### config.mk
export PLATFORM = sky130hd
export DESIGN_NAME = minibus_arbiter
export DESIGN_NICKNAME = d
export VERILOG_FILES = /design/src/rtl/minibus_pkg.sv /design/src/rtl/minibus_rr_picker.sv /design/src/rtl/minibus_arbiter.sv
export SDC_FILE = /design/constraint.sdc
export NUM_CORES = 1
export LEC_CHECK = 0
export CAP_MARGIN = 30
export CELL_PAD_IN_SITES_DETAIL_PLACEMENT = 1
export CELL_PAD_IN_SITES_GLOBAL_PLACEMENT = 2
export CORE_ASPECT_RATIO = 0.75
export CORE_UTILIZATION = 10
export DETAILED_ROUTE_END_ITERATION = 10
export GPL_TIMING_DRIVEN = 0
export PLACE_DENSITY_LB_ADDON = 0.1
export SLEW_MARGIN = 15
export SYNTH_ARGS = -nofsm -noshare
export SYNTH_HDL_FRONTEND = slang
export SYNTH_SLANG_ARGS = --single-unit
### constraint.sdc
create_clock -name clk -period 5.5 [get_ports clk]
set_input_delay 1.1 -clock clk [delete_from_list [all_inputs] [get_ports clk]]
set_output_delay 1.1 -clock clk [all_outputs]
set_load 0.03 [all_outputs]
### src/rtl/minibus_pkg.sv
// Shared minibus definitions: bus widths, access-width encodings and the
// arbiter state type used by minibus_arbiter.
package minibus_pkg;

    localparam int ADDR_WIDTH = 32;
    localparam int DATA_WIDTH = 32;

    localparam logic [1:0] MB_WIDTH_BYTE = 2'b00;
    localparam logic [1:0] MB_WIDTH_HALF = 2'b01;
    localparam logic [1:0] MB_WIDTH_WORD = 2'b10;

    typedef enum logic [1:0] {
        ARB_IDLE,
        ARB_BUSY,
        ARB_GAP
    } minibus_arb_state_t;

endpackage

### src/rtl/minibus_rr_picker.sv
// Combinational round-robin search: returns the first set request bit found
// after position 'last', wrapping modulo N.
module minibus_rr_picker #(
    parameter int N = 2
) (
    input  logic [N-1:0]         req,
    input  logic [$clog2(N)-1:0] last,
    output logic [$clog2(N)-1:0] idx,
    output logic                 valid
);

    localparam int IW = $clog2(N);

    // Walk from the farthest candidate to the nearest so the nearest set bit wins.
    always_comb begin
        idx   = '0;
        valid = 1'b0;
        for (int k = N; k >= 1; k--) begin
            if (req[(int'(last) + k) % N]) begin
                idx   = IW'((int'(last) + k) % N);
                valid = 1'b1;
            end else begin
                idx   = idx;
                valid = valid;
            end
        end
    end

endmodule

### src/rtl/minibus_arbiter.sv
// Round-robin arbiter sharing one minibus slave among N_MASTERS masters; holds
// the grant for a whole transaction and inserts one idle slave cycle after it.
module minibus_arbiter
    import minibus_pkg::*;
#(
    parameter int N_MASTERS      = 2,
    parameter int TIMEOUT_CYCLES = 16
) (
    input  logic                                  clk,
    input  logic                                  rst,
    input  logic [N_MASTERS-1:0]                  m_sel,
    input  logic [N_MASTERS-1:0]                  m_wen,
    input  logic [N_MASTERS-1:0]                  m_ren,
    input  logic [N_MASTERS-1:0][ADDR_WIDTH-1:0]  m_addr,
    input  logic [N_MASTERS-1:0][1:0]             m_width,
    input  logic [N_MASTERS-1:0][DATA_WIDTH-1:0]  m_wdata,
    output logic [N_MASTERS-1:0]                  m_ack,
    output logic [N_MASTERS-1:0]                  m_err,
    output logic [DATA_WIDTH-1:0]                 m_rdata,
    output logic                                  s_sel,
    output logic                                  s_wen,
    output logic                                  s_ren,
    output logic [ADDR_WIDTH-1:0]                 s_addr,
    output logic [1:0]                            s_width,
    output logic [DATA_WIDTH-1:0]                 s_wdata,
    input  logic                                  s_ack,
    input  logic                                  s_err,
    input  logic [DATA_WIDTH-1:0]                 s_rdata,
    output logic [$clog2(N_MASTERS)-1:0]          grant_id,
    output logic                                  busy
);

    localparam int IW = $clog2(N_MASTERS);
    localparam int CW = $clog2(TIMEOUT_CYCLES + 2);
    localparam logic [CW-1:0] TO_LAST = (TIMEOUT_CYCLES == 0) ? '0 : CW'(TIMEOUT_CYCLES - 1);

    minibus_arb_state_t r_state, w_state_next;
    logic [IW-1:0]      r_grant, w_grant_next;
    logic [IW-1:0]      r_last, w_last_next;
    logic [CW-1:0]      r_tcnt, w_tcnt_next;
    logic [IW-1:0]      w_pick_idx;
    logic               w_pick_valid;
    logic               w_gsel;
    logic               w_timeout;

    minibus_rr_picker #(.N(N_MASTERS)) u_picker (
        .req   (m_sel),
        .last  (r_last),
        .idx   (w_pick_idx),
        .valid (w_pick_valid)
    );

    assign w_gsel    = m_sel[r_grant];
    assign w_timeout = (TIMEOUT_CYCLES != 0) && (r_tcnt == TO_LAST);
    assign m_rdata   = s_rdata;
    assign grant_id  = r_grant;
    assign busy      = (r_state == ARB_BUSY);

    // State, grant and timeout registers with synchronous reset.
    always_ff @(posedge clk) begin
        if (rst) begin
            r_state <= ARB_IDLE;
            r_grant <= '0;
            r_last  <= IW'(N_MASTERS - 1);
            r_tcnt  <= '0;
        end else begin
            r_state <= w_state_next;
            r_grant <= w_grant_next;
            r_last  <= w_last_next;
            r_tcnt  <= w_tcnt_next;
        end
    end

    // Next-state logic, slave-side mux and response routing.
    always_comb begin
        w_state_next = r_state;
        w_grant_next = r_grant;
        w_last_next  = r_last;
        w_tcnt_next  = r_tcnt;
        s_sel        = 1'b0;
        s_wen        = 1'b0;
        s_ren        = 1'b0;
        s_addr       = '0;
        s_width      = 2'b00;
        s_wdata      = '0;
        m_ack        = '0;
        m_err        = '0;
        case (r_state)
            ARB_IDLE, ARB_GAP: begin
                if (w_pick_valid) begin
                    w_state_next = ARB_BUSY;
                    w_grant_next = w_pick_idx;
                    w_last_next  = w_pick_idx;
                    w_tcnt_next  = '0;
                end else begin
                    w_state_next = ARB_IDLE;
                end
            end
            ARB_BUSY: begin
                s_sel            = w_gsel;
                s_wen            = m_wen[r_grant];
                s_ren            = m_ren[r_grant];
                s_addr           = m_addr[r_grant];
                s_width          = m_width[r_grant];
                s_wdata          = m_wdata[r_grant];
                m_ack[r_grant]   = s_ack;
                // A real response or an abort takes precedence over the timeout error.
                m_err[r_grant]   = s_err | (w_timeout & w_gsel & ~s_ack);
                if (r_tcnt != '1) begin
                    w_tcnt_next = r_tcnt + CW'(1);
                end else begin
                    w_tcnt_next = r_tcnt;
                end
                if (s_ack || s_err || !w_gsel || w_timeout) begin
                    w_state_next = ARB_GAP;
                end else begin
                    w_state_next = ARB_BUSY;
                end
            end
            default: begin
                w_state_next = ARB_IDLE;
            end
        endcase
    end

endmodule
==> results.cfg <==
[outcome]
outcome = finished clean

[clock_network]
clk_pin_slew_worst_paths_ns = 0.04
htreeDepth = 1
cts_root_buf = clkbuf_16
cts-resized-gates = 0
cts_sinks = 9
cts_setup_buffers = 0
ctsHoldBuffers = 0
cts_tree = done
cts_made_buffers = 3
clockBufferDepth = 2
clkLatencyLatePin_ns = 0.23

[yosys]
ys_types = 31
async_reset_ff_share_pct = 0
synth_cells = 242
yosysTopAreaCell = mux2i_1
yosysWarningCount = 0
synth-seq-area-share_pct = 10.38
synth-edff-count = 0
avgSynthCellArea_um2 = 7.171
syn_nets = 419
ys.flop_type = dfxtp_1
synth_top_cells_by_area = mux2i_1 39%, nor2_1 16%, buf_4 14%
synth_top_area_share_pct = 39.22
ys_seq_elements = 9
syn-cell-area_mm2 = 0.001735

[die]
start_util_pct = 10.28
num_rows = 41
die_area_mm2 = 0.01789
core_area_mm2 = 0.01688
die_x_um = 154.1
die_h_um = 116.1
io_pins = 281

[pwr]
cellLeakagePower_uw = 0.001685
ir_drop_uv = 74.16
switching_share_pct = 37.91
cell_internal_pwr_uw = 391.0
combPwrFrac_pct = 67.9
switchingPower_uw = 238.8
p_per_area_mw_per_mm2 = 138.2
clockPowerShare_pct = 20.7
power_uw = 629.8
power_frac_seq_pct = 11.4

[timing]
tns_ns = 0
setup_viol = 0
relSlewSlack_pct = 59.66
max_freq_mhz = 254.9
slew_violations = 0
post-route-period-util_pct = 71.32
clock_skew_ns = 0.001341
rsz0062_at_grt = false
finalHoldViolCount = 0
period_minus_slack_ns = 3.923
worst_pin_slew_ns = 0.6051

[flow_run]
drv_cap = 0

[placement]
port_buffers = 247
dpl.hpwl_mm = 8.452
gp_congestion = 0.6941

[grt]
globalRouteMet1Util_pct = 10.55
grt_overflow = 0
grt_antenna_before_repair = 0
grt_use_met2_pct = 19.06
grt_pass1_vias = 2649
grt_usage_pct = 9.858
busiest_layer = met2
grt_pass1_wl_mm = 13.88
grt_start_max_net_pins = 11
use_met3_pct = 3.590

[worst_setup_path]
worstSetupStartpointType = input pin
crit_path_end_kind = output port
cp_slowest_cell = clkdlybuf4s50_1
cp_max_fo = 4
r2r-start = r_tcnt[0]
critPathMaxStageDelay_ns = 0.70
cp_data_arrival_time_ns = 2.82
reg2reg_slack_ns = 3.34
crit_top_cell = clkdlybuf4s50_1
crit_type = in -> out
critical_path.startpoint = m_sel[0]
path_delay_family = buffers and inverters
cp.buffers_inverters = 2
required_ns = 4.40
path_cells = clkdlybuf4s50_1, mux2_2, a31oi_1, nor3_1, clkdlybuf4s50_1

[routing]
dr.pass1.iters = 4
ant_nets = 0
wl_per_cell_um = 13.84
first_iter_violations = 85
viasPerCell = 3.668
drc = 0
via_count = 2597
routed_wl_mm = 9.797

[finish]
final_nets = 671
final_cell_mix = 247 x clkdlybuf4s50_1, 72 x nor2_1, 68 x mux2i_1, 32 x buf_4, 10 x clkbuf_1
n_antenna_cell = 0
final_common_cell = clkdlybuf4s50_1
syn2layout_area_growth_pct = 162.5
drive_above_1_share_pct = 9.128

[worst_hold_path]
hold_path.class = reg -> reg
min_from = r_last
power by group through the flow:
| stage | combinational [µW] | clock [µW] | sequential [µW] |
|---|---|---|---|
| finish | 428 | 130 | 71.8 |
| global route | 456 | 137 | 72.5 |
| CTS | 436 | 132 | 71.9 |
| detailed placement | 434 | 0 | 73.1 |
| global placement | 432 | 0 | 72.9 |
| floorplan | 212 | 0 | 73.0 |
worst paths after layout:
| check | to | cells past startpoint |
|---|---|---|
| setup reg to reg | r_tcnt[2] | 7 |
| setup / recovery | m_err[0] | 5 |
| hold reg to reg | r_last | 1 |
| hold / removal | r_last | 1 |
Yosys cell counts, types with 2 or more instances:
library cell	number
nor2_1	72
or3b_1	2
ha_1	3
dfxtp_1	9
a21oi_1	2
mux2i_1	68
inv_1	4
and3_1	2
nor3_1	3
buf_2	7
a31oi_1	5
nand3_1	6
clkbuf_1	9
nand2_1	2
buf_4	32
per-layer routing:
layer / vias up / part of all wire (%)
li1: 1289 / -
met1: 1154 / 37
met2: 152 / 51
met3: 2 / 12
met4: 0 / 0.28
met5: - / 0
registers in the layout, summed over array words and instances (netlist names):
name / count
r_state: 2
r_tcnt: 5
grant_id: 1
r_last: 1
logic make-up (layout without fill, tap and decap cells):
group | count (synthesis) | in the layout | synth area share (%)
compound gates | 11 | 11 | 4.254
fa+ha+maj | 3 | 3 | 2.163
buf+inv | 54 | 305 | 19.18
flops | 9 | 9 | 10.38
mux | 69 | 69 | 39.87
simple gates | 96 | 96 | 24.15
final cells by class:
type	count	area, µm²
timing repair buffer	247	2472
sequential	9	180.2
buffer	50	317.8
inverter	4	15.01
clock buffer	4	78.83
fill	2006	12320
multi-input combinational	179	1222
tap	215	269.0
stage by stage:
stage	instance area [µm²]	hold slack (ns)	std cells	setup slack, ns	util [%]
global route	4556	0.5252	708	1.496	26.99
floorplan	1735	0.4597	242	2.386	-
detailed placement	4477	0.4862	704	1.570	26.53
finish	4556	0.4895	708	1.577	26.99
global placement	4477	0.4697	704	1.598	26.53
CTS	4556	0.4948	708	1.570	26.99
(Power assumes the default switching activity.)
